## src/rtl/instr_fetch.sv

```systemverilog
// Instruction fetch sequencer: owns the PC, issues single-outstanding reads to
// program memory, buffers returned words and hands them to the decoder.
module instr_fetch #(
  parameter int                ADDR_W     = 16,
  parameter int                INSTR_W    = 18,
  parameter logic [ADDR_W-1:0] RESET_PC   = '0,
  parameter int                FIFO_DEPTH = 2
) (
  input  logic               i_clk,
  input  logic               i_rst,
  output logic               o_memReq,
  output logic [0:ADDR_W-1]  o_memAddr,
  input  logic               i_memAck,
  input  logic [0:INSTR_W-1] i_memData,
  output logic               o_instrValid,
  output logic [0:INSTR_W-1] o_instruction,
  output logic [0:ADDR_W-1]  o_instrPC,
  input  logic               i_instrReady,
  input  logic               i_redirect,
  input  logic [0:ADDR_W-1]  i_redirectAddr
);

  localparam int PTR_W = (FIFO_DEPTH > 1) ? $clog2(FIFO_DEPTH) : 1;
  localparam int CNT_W = PTR_W + 1;

  typedef enum logic [1:0] {
    S_IDLE,
    S_WAIT,
    S_DISCARD
  } state_t;

  state_t             state_q, state_d;
  logic [ADDR_W-1:0]  fetch_pc_q, fetch_pc_d;
  logic [ADDR_W-1:0]  req_addr_q, req_addr_d;
  logic [PTR_W-1:0]   wr_ptr_q, wr_ptr_d;
  logic [PTR_W-1:0]   rd_ptr_q, rd_ptr_d;
  logic [CNT_W-1:0]   count_q, count_d;
  logic [CNT_W-1:0]   count_after;
  logic               push;
  logic               pop;
  logic               room;

  logic [INSTR_W-1:0] fifo_instr_q [FIFO_DEPTH];
  logic [ADDR_W-1:0]  fifo_pc_q    [FIFO_DEPTH];

  always_comb begin
    push        = (state_q == S_WAIT) && i_memAck && !i_redirect;
    pop         = (count_q != '0) && i_instrReady;
    count_after = count_q + CNT_W'(push) - CNT_W'(pop);
    // Room for one more read once this cycle's push/pop have landed.
    room        = (count_after < CNT_W'(FIFO_DEPTH));

    state_d    = state_q;
    fetch_pc_d = fetch_pc_q;
    req_addr_d = req_addr_q;
    wr_ptr_d   = wr_ptr_q;
    rd_ptr_d   = rd_ptr_q;
    count_d    = count_q;

    if (i_redirect) begin
      fetch_pc_d = i_redirectAddr;
      wr_ptr_d   = '0;
      rd_ptr_d   = '0;
      count_d    = '0;
      case (state_q)
        S_WAIT:    state_d = i_memAck ? S_IDLE : S_DISCARD;
        S_DISCARD: state_d = i_memAck ? S_IDLE : S_DISCARD;
        default:   state_d = S_IDLE;
      endcase
    end else begin
      count_d = count_after;
      if (push) wr_ptr_d = wr_ptr_q + PTR_W'(1);
      if (pop)  rd_ptr_d = rd_ptr_q + PTR_W'(1);
      case (state_q)
        S_IDLE: begin
          if (room) begin
            state_d    = S_WAIT;
            req_addr_d = fetch_pc_q;
          end
        end
        S_WAIT: begin
          if (i_memAck) begin
            fetch_pc_d = fetch_pc_q + ADDR_W'(1);
            if (room) req_addr_d = fetch_pc_q + ADDR_W'(1);
            else      state_d    = S_IDLE;
          end
        end
        S_DISCARD: begin
          if (i_memAck) state_d = S_IDLE;
        end
        default: state_d = S_IDLE;
      endcase
    end
  end

  always_ff @(posedge i_clk) begin
    if (i_rst) begin
      state_q    <= S_IDLE;
      fetch_pc_q <= RESET_PC;
      req_addr_q <= RESET_PC;
      wr_ptr_q   <= '0;
      rd_ptr_q   <= '0;
      count_q    <= '0;
    end else begin
      state_q    <= state_d;
      fetch_pc_q <= fetch_pc_d;
      req_addr_q <= req_addr_d;
      wr_ptr_q   <= wr_ptr_d;
      rd_ptr_q   <= rd_ptr_d;
      count_q    <= count_d;
    end
  end

  // Buffer storage carries no reset; occupancy alone decides what is valid.
  always_ff @(posedge i_clk) begin
    if (push && !i_rst) begin
      fifo_instr_q[wr_ptr_q] <= i_memData;
      fifo_pc_q[wr_ptr_q]    <= req_addr_q;
    end
  end

  assign o_memReq      = (state_q != S_IDLE);
  assign o_memAddr     = req_addr_q;
  assign o_instrValid  = (count_q != '0);
  assign o_instruction = o_instrValid ? fifo_instr_q[rd_ptr_q] : '0;
  assign o_instrPC     = o_instrValid ? fifo_pc_q[rd_ptr_q] : '0;

endmodule

```

## config.mk

```make
export PLATFORM = sky130hd
export DESIGN_NAME = instr_fetch
export DESIGN_NICKNAME = d
export VERILOG_FILES = /design/src/rtl/instr_fetch.sv
export SDC_FILE = /design/constraint.sdc
export NUM_CORES = 1
export LEC_CHECK = 0
export ABC_AREA = 1
export BUFFER_PORTS_ARGS = -buffer_cell sky130_fd_sc_hd__buf_2
export CAP_MARGIN = 20
export CORE_UTILIZATION = 55
export DETAILED_ROUTE_END_ITERATION = 7
export GPL_TIMING_DRIVEN = 1
export PLACE_DENSITY = 0.91
export SYNTH_ARGS = -nofsm -noshare
export SYNTH_HDL_FRONTEND = slang
export SYNTH_SLANG_ARGS = --single-unit
```

## constraint.sdc

```tcl
create_clock -name i_clk -period 5.4 [get_ports i_clk]
set_input_delay 1.62 -clock i_clk [delete_from_list [all_inputs] [get_ports i_clk]]
set_output_delay 1.62 -clock i_clk [all_outputs]
set_load 0.01 [all_outputs]
```

==> results.sh <==
export IMPL_path_class="reg2out"
export IMPL_final_hold_violation_count=0
export IMPL_synth_adder_area_share_pct=1.55
export IMPL_synthSimpleGateAreaFrac_pct=20.9
export IMPL_setup_viol=0
export IMPL_insertion_delay_ps=380
export IMPL_finish_net_count=664
export IMPL_power_density_nw_per_um2=296
export IMPL_routed_wl_um=11100
export IMPL_p_leak_nw=2.38
export IMPL_pin_count=91
export IMPL_clockRootBuffer="clkbuf_8"
export IMPL_muxShareOfSynthArea_pct=0
export IMPL_crit_chain="buf_4 > clkinv_1 > nand2_1 > a21oi_1 > buf_2"
export IMPL_start_util_pct=57.9
export IMPL_die_w_um=95.7
export IMPL_timing_final_crit_share_pct=75.8
export IMPL_fin_worst_skew_ps=17.4
export IMPL_synth_nets=581
export IMPL_whs_ps=469
export IMPL_cap_violations=0
export IMPL_cts_resized=0
export IMPL_grt_antenna_before_repair=0
export IMPL_clk_pin_slew_worst_paths_ps=100
export IMPL_wl_per_cell_um=15.2
export IMPL_startpoint_type="flop"
export IMPL_track_usage_pct=25.1
export IMPL_ctsLongestPathBuffers=2
export IMPL_cp_required_ps=3780
export IMPL_cts_tree="built"
export IMPL_gr_total_overflow=0
export IMPL_setup_worst_path_end_class="primary output"
export IMPL_final_max_slew_violation_count=0
export IMPL_cp_max_fo=35
export IMPL_grt_max_degree=36
export IMPL_rows=33
export IMPL_seq_area_frac_synth_pct=58.4
export IMPL_final_cells=729
export IMPL_cts_htree_levels=3
export IMPL_grt_setup_unrepaired="false"
export IMPL_core_sq_um=8340
export IMPL_cts_hold_buf=0
export IMPL_p_total_w=0.00163
export IMPL_hold_path_class="reg2reg"
export IMPL_numCtsBuffers=9
export IMPL_fmax_ghz=0.244
export IMPL_synthToLayoutAreaGrowth_pct=14.2
export IMPL_status="finished clean"
export IMPL_tightestPinTransition_ps=940
export IMPL_synth_compound_area_share_pct=10.6
export IMPL_final_common_cell="nand2_1"
export IMPL_fp_dieH_um=95.7
export IMPL_die_area_sq_um=9160
export IMPL_placed_cells=713
export IMPL_yosysWarnings=0
export IMPL_synth_xor_area_share_pct=1.45
export IMPL_post_cts_buffers=0
export IMPL_slowest_stage="clkinv_1"
export IMPL_port_buffers=90
export IMPL_syn_area_sq_um=4830
export IMPL_avgSynthCellArea_sq_um=9.01
export IMPL_vias=3972
export IMPL_most_common_layout_cells="nand2_1 (162), buf_2 (90), edfxtp_1 (68)"
export IMPL_peakVddDrop_mv=0.122
export IMPL_worst_path_largest_cell_delay_ps=840
export IMPL_vias_per_cell=5.45
export IMPL_clkSinkCount=107
export IMPL_critical_path_arrival_ps=2470
export IMPL_drtAntennaViolNets=0
export IMPL_synth_top_family_by_area="simple AND/OR/NAND/NOR gates"
export IMPL_dr_first_iter_drc_count=213
export IMPL_grt_pass1_vias=3780
export IMPL_place_ws_ps=1550
export IMPL_min_period_ps=4090
export IMPL_place_hpwl_um=7310
export IMPL_drive_gt1_share_pct=20.8
export IMPL_fillCellCount=657
export IMPL_diodes=0
export IMPL_firstDrtPassIters=8
export IMPL_drc_errors=0
export IMPL_slew_limit_headroom_pct=37.0
export IMPL_ys_seq_elements=107
export IMPL_place_congestion=0.953
export IMPL_synth_distinct_cells=33
export IMPL_final_setup_worst_slack_ps=1310
export IMPL_netlist_instances=536
export IMPL_grt_pass1_wl_um=17400
export IMPL_fin_setup_tns_ps=0
[cells by family after synthesis]
kind of cell | count (synthesis)
AND/OR/NAND/NOR | 236
buffers and inverters | 83
flip-flops | 107
adder cells (fa/ha/maj) | 6
XOR/XNOR | 8
AO/OA/AOI/OAI | 96
[final timing paths]
path	end	cells after the start	start	slack, ps
max	o_instrPC[3]	5	flop	1310
min	flop	1	rd_ptr_q$_SDFFE_PP0P_	470
max reg2reg	o_memAddr[7]$_SDFFE_PP0P_	14	state_q[1]$_SDFFE_PP0P_	1940
min reg2reg	flop	1	rd_ptr_q$_SDFFE_PP0P_	470
[state kept, by name, summed over array words and instances, names as in the netlist, named ones only]
register	flops
state_q	2
fetch_pc_q	16
rd_ptr_q	1
fifo_pc_q	32
o_memAddr	16
fifo_instr_q	36
wr_ptr_q	1
count_q	2
[metrics by stage]
stage | instance area [sq um] | utilization [%]
6_report | 5520 | 66.1
5_1_grt | 5520 | 66.1
3_5_place_dp | 5340 | 64.0
3_3_place_gp | 5340 | 64.0
4_1_cts | 5520 | 66.1
2_1_floorplan | 4830 | -
[layer usage]
metal	up-vias	GRT usage (%)	share of wire [%]
met5	-	0	0
met4	0	11.1	2.9
met3	37	5.21	8.4
met2	219	42.3	48
met1	1789	31.2	41
li1	1927	-	-
[report_power, final]
part | total [W] | internal, W | switching, W
Sequential | 0.000950 | 0.000914 | 0.0000360
Combinational | 0.000225 | 0.0000785 | 0.000147
Clock | 0.000457 | 0.000173 | 0.000284
Total | 0.00163 | 0.00117 | 0.000467
[worst max-delay path, delay by kind of cell, from the launching register on]
family                 cells  cell delay [ps]
AOI/OAI and AO/OA          1              110
buffers and inverters      3             1340
DFF                        1              320
and+or+nand+nor            1              330
[Yosys cell counts]
| cell type | n | share of area [%] |
|---|---|---|
| a2bb2oi_1 | 1 | 0.18 |
| nor2_2 | 1 | 0.13 |
| o211ai_1 | 1 | 0.16 |
| buf_6 | 2 | 0.47 |
| nand3_1 | 23 | 2.4 |
| nand4_1 | 7 | 0.91 |
| a21oi_2 | 2 | 0.36 |
| inv_1 | 58 | 4.5 |
| or2_0 | 1 | 0.13 |
| xnor2_1 | 1 | 0.18 |
| a21oi_1 | 66 | 6.8 |
| o21ai_2 | 3 | 0.54 |
| edfxtp_1 | 68 | 42 |
| o21ai_0 | 14 | 1.5 |
| nand2_4 | 1 | 0.23 |
| nor2_1 | 28 | 2.2 |
| nand2_2 | 5 | 0.65 |
| nor3_1 | 2 | 0.21 |
| nand2_1 | 162 | 13 |
| nor3_2 | 1 | 0.21 |
| ha_1 | 6 | 1.6 |
| buf_2 | 6 | 0.62 |
| dfxtp_1 | 39 | 16 |
| nand3_2 | 1 | 0.21 |
| xor2_1 | 7 | 1.3 |
| nor2_4 | 3 | 0.70 |
| inv_2 | 1 | 0.078 |
| buf_4 | 2 | 0.31 |
| clkbuf_1 | 12 | 0.93 |
| nand3_4 | 1 | 0.36 |
| clkinv_1 | 2 | 0.16 |
| o21ai_1 | 3 | 0.31 |
| a31oi_1 | 6 | 0.78 |
[cell type report]
type                            count  area (sq um)  share of cell area, %
Clock buffer                       10           128                   2.31
Multi-Input combinational cell    346          1680                   30.4
Tap cell                          105           131                   2.38
Clock inverter                      6          48.8                  0.885
Timing Repair Buffer               94           480                   8.71
Inverter                           61           229                   4.15
Sequential cell                   107          2820                   51.2
Power figures use the tool's default switching activity.
